**src/rtl/sr_flag_sched.sv**
```systemverilog
// Round-robin scheduler granting one set/reset command per cycle onto a shared SR flag bank.
// Define SR_FLAG_TOGGLE_EN to make op 11 toggle the addressed flag instead of flagging an error.
module sr_flag_sched #(
  parameter int NREQ  = 4,
  parameter int NFLAG = 8,
  parameter int IW    = 3
) (
  input  logic                 clk,
  input  logic                 reset,
  input  logic [NREQ-1:0]      req_i,
  input  logic [2*NREQ-1:0]    op_i,
  input  logic [IW*NREQ-1:0]   idx_i,
  input  logic                 clr_all_i,
  output logic [NREQ-1:0]      gnt_o,
  output logic [NFLAG-1:0]     q_o,
  output logic [NFLAG-1:0]     qb_o,
  output logic                 err_o,
  output logic                 busy_o
);

  localparam int PW = (NREQ > 1) ? $clog2(NREQ) : 1;

  logic [PW-1:0]    ptr_p1;
  logic [NREQ-1:0]  gnt_p1;
  logic [NFLAG-1:0] q_p1;
  logic             err_p1;

  logic             vld_p0;
  logic [PW-1:0]    win_p0;
  logic [PW-1:0]    ptr_nxt_p0;
  logic [1:0]       op_p0;
  logic [IW-1:0]    idx_p0;

  // Out-of-range indices are always illegal; op 11 only when toggling is not built in.
  function automatic logic illegal_cmd(input logic [1:0] op, input logic [IW-1:0] idx);
    logic bad;
    bad = (int'(idx) >= NFLAG);
`ifdef SR_FLAG_TOGGLE_EN
    return bad;
`else
    return bad || (op == 2'b11);
`endif
  endfunction

  function automatic logic [NFLAG-1:0] apply_op(input logic [NFLAG-1:0] q,
                                                input logic [1:0]       op,
                                                input logic [IW-1:0]    idx);
    logic [NFLAG-1:0] r;
    r = q;
    for (int f = 0; f < NFLAG; f++) begin
      if (int'(idx) == f) begin
        case (op)
          2'b01:   r[f] = 1'b1;
          2'b10:   r[f] = 1'b0;
`ifdef SR_FLAG_TOGGLE_EN
          2'b11:   r[f] = ~q[f];
`else
          2'b11:   r[f] = q[f];
`endif
          default: r[f] = q[f];
        endcase
      end
    end
    return r;
  endfunction

  // Stage p0: round-robin search starting at ptr, then select the winner's command.
  always_comb begin
    vld_p0 = 1'b0;
    win_p0 = '0;
    for (int i = 0; i < NREQ; i++) begin
      if (!vld_p0 && req_i[(int'(ptr_p1) + i) % NREQ]) begin
        vld_p0 = 1'b1;
        win_p0 = PW'((int'(ptr_p1) + i) % NREQ);
      end
    end
    ptr_nxt_p0 = PW'((int'(win_p0) + 1) % NREQ);
    op_p0      = op_i[2*int'(win_p0) +: 2];
    idx_p0     = idx_i[IW*int'(win_p0) +: IW];
  end

  // Stage p1: registered grant, flag bank and error pulse; clear-all outranks arbitration.
  always_ff @(posedge clk or posedge reset) begin
    if (reset) begin
      ptr_p1 <= '0;
      gnt_p1 <= '0;
      err_p1 <= 1'b0;
      q_p1   <= '0;
    end else if (clr_all_i) begin
      gnt_p1 <= '0;
      err_p1 <= 1'b0;
      q_p1   <= '0;
    end else if (vld_p0) begin
      ptr_p1 <= ptr_nxt_p0;
      gnt_p1 <= {{(NREQ-1){1'b0}}, 1'b1} << win_p0;
      err_p1 <= illegal_cmd(op_p0, idx_p0);
      if (!illegal_cmd(op_p0, idx_p0))
        q_p1 <= apply_op(q_p1, op_p0, idx_p0);
    end else begin
      gnt_p1 <= '0;
      err_p1 <= 1'b0;
    end
  end

  assign gnt_o  = gnt_p1;
  assign q_o    = q_p1;
  assign qb_o   = ~q_p1;
  assign err_o  = err_p1;
  assign busy_o = (|req_i) || (|gnt_p1);

endmodule

```
**config.mk**
```make
export PLATFORM = sky130hd
export DESIGN_NAME = sr_flag_sched
export DESIGN_NICKNAME = d
export VERILOG_FILES = /design/src/rtl/sr_flag_sched.sv
export SDC_FILE = /design/constraint.sdc
export NUM_CORES = 1
export LEC_CHECK = 0
export CAP_MARGIN = 20
export CORE_AREA = 2 2 82 52
export DETAILED_ROUTE_END_ITERATION = 8
export DIE_AREA = 0 0 84 54
export PLACE_DENSITY = 0.6
export SETUP_SLACK_MARGIN = 0.4
export SKIP_LAST_GASP = 1
export SYNTH_ARGS = -nofsm -noshare
export SYNTH_HDL_FRONTEND = slang
export SYNTH_SLANG_ARGS = --single-unit
```
**constraint.sdc**
```tcl
create_clock -name clk -period 5.2 [get_ports clk]
set_input_delay 0.78 -clock clk [delete_from_list [all_inputs] [get_ports clk]]
set_output_delay 0.78 -clock clk [all_outputs]
set_load 0.01 [all_outputs]
```
Word-level counts from Yosys, hierarchy flattened --
Cells that the tools add are included.
Word-level totals: register bits after elaboration 15, latch bits 0, RAM bits 0, memory bits (read-only) 0, input port bits 27, output and inout bits 22, logic and storage cells 106, memories kept 0
Cells by class: add/sub/neg operators 4, multipliers 1, div/mod/pow operators 0, magnitude comparators 4, eq/ne operators 11, shift-type cells 3, multiplexer cells 35, bitwise operators 5, reduce and logical (&&, ||, !) cells 32
Operator list (count):
- AND reduction 4 bit | 8
- two-way mux 8 bit | 3
- two-way mux 1 bit | 21
- nonzero test 2 bit | 9
- equality test 3 bit (second input constant) | 4
- < comparator 3 x 4 -> 1 bit (second input constant) | 3
- indexed part select 12 x 5 -> 3 bit | 1
- binary-select mux 1 bit (select 2 bit) | 4
- two-way mux 2 bit | 4
- two-way mux 4 bit | 2
- inverter 8 bit | 1
- OR reduction 4 bit | 2
- indexed part select 8 x 4 -> 2 bit | 1
- equality test 3 x 2 -> 1 bit (second input constant) | 2
- OR reduction 2 bit | 3
- adder 2 x 1 -> 2 bit (second input constant) | 2
- adder 2 bit (second input constant) | 2
- equality test 2 bit (second input constant) | 2
- multiplier 2 x 2 -> 4 bit (first input constant) | 1
- left shift 1 x 2 -> 4 bit (first input constant) | 1
- bitwise AND 1 bit (first input constant) | 3
- equality test 3 x 1 -> 1 bit (second input constant) | 1
- logical AND 1 bit | 3
- logical NOT 1 bit | 3
- 9 further kinds | 9

Logic depth before layout (Yosys ltp) --
depth in word-level cells 21, mapped depth 10, depth with buffers taken out 8

Worst setup path before layout --
No wires, ideal clock.
path type input -> register, start point input req_i[2], end point register q_p1[4] (netlist: q_o[4]), library setup time 0.079 ns, arrival 2.457 ns, data required time 5.121 ns, setup slack 2.663 ns, stages 7, path buffers 0, cells stage by stage mux2i_1 nor2_1 a311oi_4 mux2_4 xnor2_2 nor4b_2 mux2i_1
Between the ends: longest elaborated chain between the ends 19, elaborated cells on any way between the ends 42, those cells by class mul (1); eq/ne (5); shift (2); mux (24); reduce/logical (10)
Ends and longest elaborated chain:
- start: declaration | line 10 | input logic [NREQ-1:0] req_i,
- parallel branches: the longest is 19 deep, another holds binary-select mux 1 bit (select 2 bit)
- end signal: assignment | line 98 | q_p1 <= apply_op(q_p1, op_p0, idx_p0);
- end: declaration | line 25 | logic [NFLAG-1:0] q_p1;
Several ways; the timed one is not identified. The select of a mux whose other input is x is not followed. A chain may end at the register's enable or synchronous reset.

Final worst setup path --
start point input req_i[0], end point output busy_o
Between the ends: longest elaborated chain between the ends 2
Ends and longest elaborated chain:
- OR reduction 4 bit | line 109 | assign busy_o = (|req_i) || (|gnt_p1);
- logical OR 1 bit | line 109
- end: declaration | line 18 | output logic busy_o
No other way between the ends.

==> run_results.csv <==
group,metric,value,unit
outcome,status,"complete, no violations",
worst_setup_path,crit_arrival,2730,ps
timing,max_freq,284.8,MHz
timing,setup_ws,1688,ps
timing,period_share,67.53,%
layout,layout_commonest_cell,"clkdlybuf4s50_1",
timing,fin_tns_setup,0,ps
placed_design,portBuffers,48,
worst_setup_path,worstSetupPathType,"in -> out",
worst_setup_path,r2r_slack,2540,ps
timing,setup_viol,0,
clock_tree,clk_path_buf_depth,2,
routing,vias_per_cell,4.603,
layout,layoutNonFillerInstCount,204,
clock_tree,cts_tree,"done",
worst_setup_path,cp_max_fo,6,
timing,rsz0062_at_grt,"false",
worst_setup_path,start_kind,"primary input",
placed_design,hpwlAfterDp,2019,um
floorplanning,initial_core_util,28.20,%
clock_tree,cts_resized,0,
layout,fin_area,1648,um^2
routing,drt_pass1_iterations,4,
synthesis,ys_seq_area_share,34.17,%
grt,grt_overflow,0,
routing,via_count,939,
floorplanning,die_y,54,um
synthesis,ys_ff_latch,15,
layout,antenna_cells,0,
synthesis,syn_nets,136,
worst_setup_path,end_kind,"output port",
routing,first_iter_violations,19,
floorplanning,pin_count,49,
placed_design,dp_worst_setup_slack,1646,ps
floorplanning,die_w,84,um
grt,antenna_found_initial,0,
timing,hold_violations,0,
timing,slew_headroom,41.22,%
power_and_ir_drop,ir_worst_vdd,0.1575,mV
routing,antenna_left,0,
clock_tree,cts_setup_buffers,0,
routing,totalWireLength,2481,um
floorplanning,fp.coreArea,3896,um^2
routing,drt-wirelength-per-cell,12.16,um
layout,multi_input_comb_area,631.9,um^2
grt,grt_pass1_vias,891,
run,maxCapViolCount,0,
power_and_ir_drop,power.total,0.5798,mW
timing,min_period,3512,ps
clock_tree,cts_buffers,3,
layout,register_area,375.4,um^2
layout,final_cell_mix,"clkdlybuf4s50_1 (48), mux2i_1 (17), dfrtp_1 (15)",
timing,slew_violations,0,
synthesis,synth_warnings,0,
worst_hold_path,hold_class,"reg -> reg",
grt,grt_pass1_wl,4091,um
clock_tree,clock-sinks,15,
clock_tree,cts.clk_slew.worst_paths,60,ps
layout,fin_nets,186,
clock_tree,ctsHoldBuffers,0,
clock_tree,clock-root-buffer,"clkbuf_8",
clock_tree,clk_latency,240,ps
synthesis,synth.distinct_cells,35,
timing,worstMarginPinSlew,873.7,ps
layout,fillers,368,
placed_design,placed_cell_area,1603,um^2
clock_tree,htreeDepth,1,
synthesis,syn_area,1099,um^2
floorplanning,rows,18,
worst_setup_path,worstPathRequired,4420,ps
layout,drive_gt1_share,11.69,%
floorplanning,die_area,4536,um^2
grt,grt_usage,11.97,%
placed_design,gp_congestion,0.7205,
layout,syn_to_final_growth,50.00,%
placed_design,dp.cells,200,
grt,grt_max_degree,16,
power_and_ir_drop,p_leak,0.7270,nW
synthesis,synthCells,105,
routing,drc,0,
timing,fin_skew,2.762,ps
synthesis,syn_avg_cell_area,10.46,um^2
power_and_ir_drop,p_per_area,351.9,nW/um^2
[flip-flops by register name (all words and copies together), names as in the netlist]
| register | flops |
|---|---|
| err_o | 1 |
| ptr_p1 | 2 |
| gnt_o | 4 |
| q_o | 8 |
[path summary, 6_finish.rpt]
check                                      startpoint                 end  cells after the start
worst min-delay path               q_o[4]$_DFFE_PP0P_  q_o[4]$_DFFE_PP0P_                      2
max in group asynchronous                       reset  q_o[1]$_DFFE_PP0P_                      2
worst min register to register     q_o[4]$_DFFE_PP0P_  q_o[4]$_DFFE_PP0P_                      2
worst max-delay path                         req_i[0]              busy_o                      4
worst max register to register  ptr_p1[1]$_DFFE_PP0P_  q_o[5]$_DFFE_PP0P_                      8
min in group asynchronous                       reset  q_o[4]$_DFFE_PP0P_                      2
[layout make-up]
class / instances / share of cell area (%)
clock buffers: 4 / 2.733
flip-flops and latches: 15 / 22.78
well taps: 50 / 3.797
inverters: 14 / 3.189
multi-input cells: 73 / 38.34
repair buffers: 48 / 29.16
[synth_stat cells (all sizes together)]
master,instances,area [um^2]
mux2i,18,192.7
dfrtp,15,375.4
inv,14,52.55
nand2,10,45.04
mux2,5,63.81
a21oi,4,20.02
and3,4,25.02
ha,4,50.05
nor2,4,15.01
nor4,3,18.77
buf,2,31.28
nand3,2,10.01
nand4,2,12.51
nand4b,2,17.52
o21ai,2,13.76
a311oi,1,26.28
and2,1,6.260
clkbuf,1,7.510
nand2b,1,6.260
nand3b,1,7.510
nor3,1,10.01
nor4b,1,15.01
o2bb2a,1,10.01
o311ai,1,8.760
o41ai,1,8.760
or2b,1,8.760
or4,1,7.510
xnor2,1,16.27
xor2,1,16.27
[routing by layer]
layer	vias to the layer above	global-route usage, %	wire length, um
li1	467	-	-
met1	434	14.27	1158
met2	36	20.80	1127
met3	2	4.141	168
met4	0	4.032	27
met5	-	0	0
[worst max-delay path, cell delays in order]
cell and delay [ps]:
clkdlybuf4s50_1 520, nor4_1 810, nand2_1 110, clkdlybuf4s50_1 510
[kinds of logic (layout without fill, tap and decap cells)]
group	after synthesis	after routing	synth area share (%)
AOI/OAI and AO/OA	10	10	7.973
xor gates and xnor gates	2	2	2.962
adders and majority gates	4	4	4.556
buffers and inverters	17	66	8.315
DFF	15	15	34.17
muxes	23	23	23.35
and+or+nand+nor	34	34	18.68
[where the power goes]
part | internal (mW) | total (mW) | switching, mW
sequential | 0.141 | 0.163 | 0.0220
clock | 0.0542 | 0.0916 | 0.0374
combinational | 0.168 | 0.325 | 0.157
total | 0.363 | 0.580 | 0.217
[through the flow]
step | hold slack (ps) | utilization [%]
CTS | 561.4 | 42.29
global route | 588.6 | 42.29
detailed placement | 550.6 | 41.14
floorplan | 517.8 | -
global placement | 539.6 | 41.14
finish | 551.6 | 42.29
No activity file was read; power rests on OpenSTA's default activity.
